`src/rtl/seq_detect_pkg.sv`:
```
// rtl/seq_detect_pkg.sv - shared types, default widths and length clamp for the sequence detector
package seq_detect_pkg;

   localparam int MAXLEN_D = 8;
   localparam int LENW_D   = 4;
   localparam int CNTW_D   = 8;

   typedef enum logic [1:0] {
      IDLE = 2'd0,
      RUN  = 2'd1,
      DONE = 2'd2
   } state_t;

   // Zero length means a single-bit pattern; anything past maxlen is pinned to maxlen.
   function automatic int clamp_len(input int l, input int maxlen);
      if (l == 0)
         return 1;
      else if (l > maxlen)
         return maxlen;
      else
         return l;
   endfunction

endpackage

```
`src/rtl/seq_match_core.sv`:
```
// rtl/seq_match_core.sv - history shift register, saturating fill counter and masked pattern compare
module seq_match_core
   import seq_detect_pkg::*;
#(
   parameter int MAXLEN = MAXLEN_D,
   parameter int LENW   = LENW_D
) (
   input  logic              clk,
   input  logic              reset,
   input  logic              shift,
   input  logic              clear,
   input  logic              flush,
   input  logic              w,
   input  logic [LENW-1:0]   len,
   input  logic [MAXLEN-1:0] pattern,
   output logic              match
);

   logic [MAXLEN-1:0] history;
   logic [MAXLEN-1:0] hist_nx;
   logic [MAXLEN-1:0] mask;
   logic [LENW-1:0]   fill;
   logic [LENW-1:0]   fill_nx;

   // Match is judged on the post-shift view so z can be registered on the sampling edge.
   always_comb begin
      hist_nx = {history[MAXLEN-2:0], w};
      fill_nx = (fill >= len) ? fill : fill + LENW'(1);
      mask    = '0;
      for (int i = 0; i < MAXLEN; i++)
         mask[i] = (i < int'(len));
      match = shift && (fill_nx >= len) && (((hist_nx ^ pattern) & mask) == '0);
   end

   always_ff @(posedge clk) begin
      if (reset || clear) begin
         history <= '0;
         fill    <= '0;
      end else if (shift) begin
         history <= hist_nx;
         fill    <= flush ? '0 : fill_nx;
      end
   end

endmodule

```
`src/rtl/seq_detect_ctrl.sv`:
```
// rtl/seq_detect_ctrl.sv - programmable serial pattern detector with start/abort control and match counting
module seq_detect_ctrl
   import seq_detect_pkg::*;
#(
   parameter int MAXLEN = MAXLEN_D,
   parameter int LENW   = LENW_D,
   parameter int CNTW   = CNTW_D
) (
   input  logic              clk,
   input  logic              reset,
   input  logic              cfg_we,
   input  logic [MAXLEN-1:0] cfg_pattern,
   input  logic [LENW-1:0]   cfg_len,
   input  logic [CNTW-1:0]   cfg_count,
   input  logic              cfg_overlap,
   input  logic              start,
   input  logic              abort,
   input  logic              w,
   input  logic              w_valid,
   output logic              z,
   output logic              busy,
   output logic              done,
   output logic [CNTW-1:0]   match_cnt
);

   state_t            state;
   state_t            state_nx;
   logic [MAXLEN-1:0] pat_q;
   logic [LENW-1:0]   len_q;
   logic [CNTW-1:0]   cnt_q;
   logic              ovl_q;
   logic              cfg_ok;
   logic              start_ok;
   logic              shift;
   logic              match;
   logic              hit_limit;
   logic [CNTW-1:0]   cnt_inc;

   assign cfg_ok    = (state != RUN);
   assign start_ok  = start && cfg_ok && !abort;
   assign shift     = (state == RUN) && w_valid && !abort;
   assign cnt_inc   = (match_cnt == '1) ? match_cnt : match_cnt + CNTW'(1);
   assign hit_limit = match && (cnt_q != '0) && (cnt_inc == cnt_q);

   seq_match_core #(
      .MAXLEN (MAXLEN),
      .LENW   (LENW)
   ) u_core (
      .clk     (clk),
      .reset   (reset),
      .shift   (shift),
      .clear   (start_ok),
      .flush   (match && !ovl_q),
      .w       (w),
      .len     (len_q),
      .pattern (pat_q),
      .match   (match)
   );

   always_ff @(posedge clk) begin
      if (reset)
         state <= IDLE;
      else
         state <= state_nx;
   end

   // abort outranks start and any match on the same edge
   always_comb begin
      state_nx = state;
      if (abort)
         state_nx = IDLE;
      else begin
         case (state)
            IDLE:    if (start) state_nx = RUN;
            RUN:     if (hit_limit) state_nx = DONE;
            DONE:    if (start) state_nx = RUN;
            default: state_nx = IDLE;
         endcase
      end
   end

   always_comb begin
      busy = (state == RUN);
      done = (state == DONE);
   end

   always_ff @(posedge clk) begin
      if (reset) begin
         pat_q     <= '0;
         len_q     <= LENW'(1);
         cnt_q     <= '0;
         ovl_q     <= 1'b0;
         match_cnt <= '0;
         z         <= 1'b0;
      end else begin
         if (cfg_we && cfg_ok) begin
            pat_q <= cfg_pattern;
            len_q <= LENW'(clamp_len(int'(cfg_len), MAXLEN));
            cnt_q <= cfg_count;
            ovl_q <= cfg_overlap;
         end
         if (start_ok)
            match_cnt <= '0;
         else if (match)
            match_cnt <= cnt_inc;
         z <= match;
      end
   end

endmodule

```
`config.mk`:
```
export PLATFORM = sky130hd
export DESIGN_NAME = seq_detect_ctrl
export DESIGN_NICKNAME = d
export VERILOG_FILES = /design/src/rtl/seq_detect_pkg.sv /design/src/rtl/seq_match_core.sv /design/src/rtl/seq_detect_ctrl.sv
export SDC_FILE = /design/constraint.sdc
export NUM_CORES = 1
export LEC_CHECK = 0
export ABC_AREA = 1
export CAP_MARGIN = 20
export CORE_UTILIZATION = 28
export CTS_BUF_LIST = sky130_fd_sc_hd__clkbuf_4
export CTS_CLUSTER_SIZE = 40
export DETAILED_ROUTE_END_ITERATION = 8
export PLACE_DENSITY_LB_ADDON = 0.1
export RECOVER_POWER = 50
export SKIP_LAST_GASP = 1
export SYNTH_ARGS = -nofsm -noshare
export SYNTH_HDL_FRONTEND = slang
export SYNTH_SLANG_ARGS = --single-unit
```
`constraint.sdc`:
```
create_clock -name clk -period 2.45 [get_ports clk]
set_input_delay 0.49 -clock clk [delete_from_list [all_inputs] [get_ports clk]]
set_output_delay 0.49 -clock clk [all_outputs]
set_load 0.05 [all_outputs]
```
==> metrics.txt <==
status finished, violations left; failing checks negative setup slack; worst setup margin -0.1095 ns; Worst-path clk slew ~0.14 ns; Hold Crit Start state[1]$_SDFFE_PP0P_; P_leak 1.537 nW; Non-Filler Instances about 560; Arr. time, crit path around 2.8 ns; synthesized flop and latch total between 40 and 50; Final setup violation count 6; FFs w/ async S/R, synth 0; Die Y approximately 97 microns; worst-skew pair later-pin latency ~0.37 ns; overall power around 1.6 mW; wire per inst roughly 12 microns; reg2reg path depth 19; Critical Path RT 2.70 ns; CP most frequent cell buf_4; CP Class reg -> reg; maximum clock rate a little under 400 MHz; DR vias about 2,500; peak supply drop 0.0002278 V; Final Hold Viols 0; YS warnings 0; Setup Skew roughly 0.013 ns; type of the worst min-delay path reg -> reg; Setup Slack @ Placement -0.1721 ns; RR Endpoint u_core.fill[2]$_SDFFE_PP0P_; share of the synthesized area in the top cell type 0.3393; vias per inst 4.560; post-synthesis cell count 380; Initial DRC Count 72; Core Util, Final 0.3962; synth cell count leaders nand2_1, inv_1, dfxtp_1; Syn Area/Cell 6.677 sq um; count leader, synth nand2_1; register area share after synthesis 0.3393; RSZ-0062 raised after global routing yes; Crit-path slowest cell dfxtp_2; Final Cycle Share 1.045; Slew HR 0.4953; PortBufs 38; type of element capturing the critical path flop; CTS tree done; vias in the first global route about 2,400; Pwr Density about 460 nW/um^2; clock root cell clkbuf_4; final wirelength about 6800 microns; fraction of layout cells with a size suffix above 1 0.1924; H-tree levels 2; Max Slew Vio Count 0; Max Fanout on Critical Path 2; syn nets 418; Post-synth EDFFs 0; Area Overhead vs Synth 36.83%; first-pass GRT wire length 11,390 microns; number of diodes 0; DP Wirelength between 5000 and 6000 microns; reg-to-reg critical path startpoint len_q[1]$_SDFFE_PP0P_; post-synth cell types 32; Initial Util 0.2895; synth top area cells dfxtp_1, nand2_1, nand3_1, a21oi_1, inv_1; maxcap violations 0; Congestion Overflow GR 0; critical-path cell list inv_2 > ha_4 > inv_2 > o21bai_1 > nand3_1 > nand4_1 > xor2_1 > inv_1 > buf_4 > buf_4 > buf_4 > buf_4 > buf_4 > buf_4 > buf_4 > buf_4 > buf_4 > nand3_2 > a21oi_1; largest net degree at the start of global routing 21; # hold bufs at CTS 0; Final Wtd Congestion 0.8447; setup slack, reg-to-reg -0.11 ns; worst hold path cell count 2; area leader, netlist dfxtp_1; total iterations of the first detailed-routing run 4; Sink Count 43; die area 9447 sq um; Placed Instances 537; initial antenna violation count 0; fin crit period ~2.6 ns; core area 8763 sq um; Min Hold Slack roughly 0.49 ns; Top Ports 39; layout net count between 400 and 500; die width 97.20 microns; Longest Clk Path Bufs 2; CTS Buf Count 5; Syn Std Cell Area roughly 2500 sq um; Remaining DRCs 0; startpoint types flop; Top FF cell, synth dfxtp_1; remaining antenna violation count after routing 0; Std-Cell Rows 34; gr usage total 0.1486; Slew @ Worst Pin 0.7571 ns; Hold Crit Endpoint state[1]$_SDFFE_PP0P_; slowest cell delay on critical path 0.36 ns
[state kept, by name, indices dropped and copies added (netlist names)]
name and cells:
u_core.history 7, ovl_q 1, match_cnt 8, cnt_q 8
len_q 4, u_core.fill 4, z 1, pat_q 8
state 2
[critical path, delay by kind of cell (launching register included)]
kind            cells  cell delay (ns)
buf+inv            12             1.24
flops               1             0.36
simple gates        3             0.27
fa+ha+maj           1             0.26
compound gates      2             0.17
xor+xnor            1             0.15
[kinds of logic after synthesis]
group	Yosys count	synth area share
simple gates	192	0.3476
compound gates	69	0.1410
buf+inv	55	0.08481
flops	43	0.3393
xor+xnor	11	0.03797
fa+ha+maj	10	0.04931
[placed cells by master (no fill, tap or decap), types with 5 or more instances in the layout]
master / n
nand2_2: 5
inv_1: 40
a21oi_1: 26
xor2_1: 8
o21ai_0: 23
a21oi_2: 8
buf_4: 28
inv_2: 5
ha_1: 7
nand4_1: 7
nor2_1: 38
clkbuf_4: 5
dfxtp_1: 40
nand2_1: 91
o21ai_2: 5
nand3_2: 7
nand3_1: 30
clkdlybuf4s50_1: 37
[stage by stage]
step                      instance area [sq um]  setup TNS, ns
final                                      3472        -0.4945
after global routing                       3472         -3.311
after CTS                                  3367        -0.4339
after detailed placement                   3191         -1.091
after global placement                     3191        -0.6527
after floorplan                            2567              0
[what timing repair did]
item                                    in CTS  in global routing
resized for setup                            8                 28
hold endpoints to repair                     0                  0
buffers inserted                             8                  2
pin swaps                                    8                 11
endpoints found under the setup margin      13                 15
[metal layers]
metal | global-route usage | vias to the layer above | part of all wire
met3 | 0.02374 | 9 | 0.041
met4 | 0.05052 | 0 | 0.014
li1 | - | 1363 | -
met1 | 0.2067 | 1115 | 0.52
met2 | 0.2324 | 44 | 0.42
met5 | 0 | - | 0
[cell type report]
| class | instances | area, sq um |
|---|---|---|
| Clock buffer | 5 | 37.54 |
| Clock inverter | 3 | 42.54 |
| Fill cell | 916 | 5291 |
| Inverter | 46 | 172.7 |
| Multi-Input combinational cell | 282 | 1614 |
| Sequential cell | 43 | 864.6 |
| Tap cell | 108 | 135.1 |
| Timing Repair Buffer | 68 | 605.6 |
[report_power, final]
| part | switching, mW | internal [mW] |
|---|---|---|
| registers | 0.0214 | 0.730 |
| clock network | 0.263 | 0.216 |
| logic | 0.200 | 0.160 |
| total | 0.484 | 1.11 |
[how the worst max path moves through the flow]
stage | startpoint | end | cells after the start
floorplan | len_q[1]$_SDFFE_PP0P_ | u_core.fill[0]$_SDFFE_PP0P_ | 20
global placement | len_q[1]$_SDFFE_PP0P_ | u_core.fill[0]$_SDFFE_PP0P_ | 20
detailed placement | len_q[1]$_SDFFE_PP0P_ | u_core.fill[0]$_SDFFE_PP0P_ | 20
CTS | len_q[1]$_SDFFE_PP0P_ | u_core.fill[0]$_SDFFE_PP0P_ | 19
global route | len_q[1]$_SDFFE_PP0P_ | u_core.fill[0]$_SDFFE_PP0P_ | 19
finish | len_q[1]$_SDFFE_PP0P_ | u_core.fill[2]$_SDFFE_PP0P_ | 19
(Power assumes the default switching activity.)
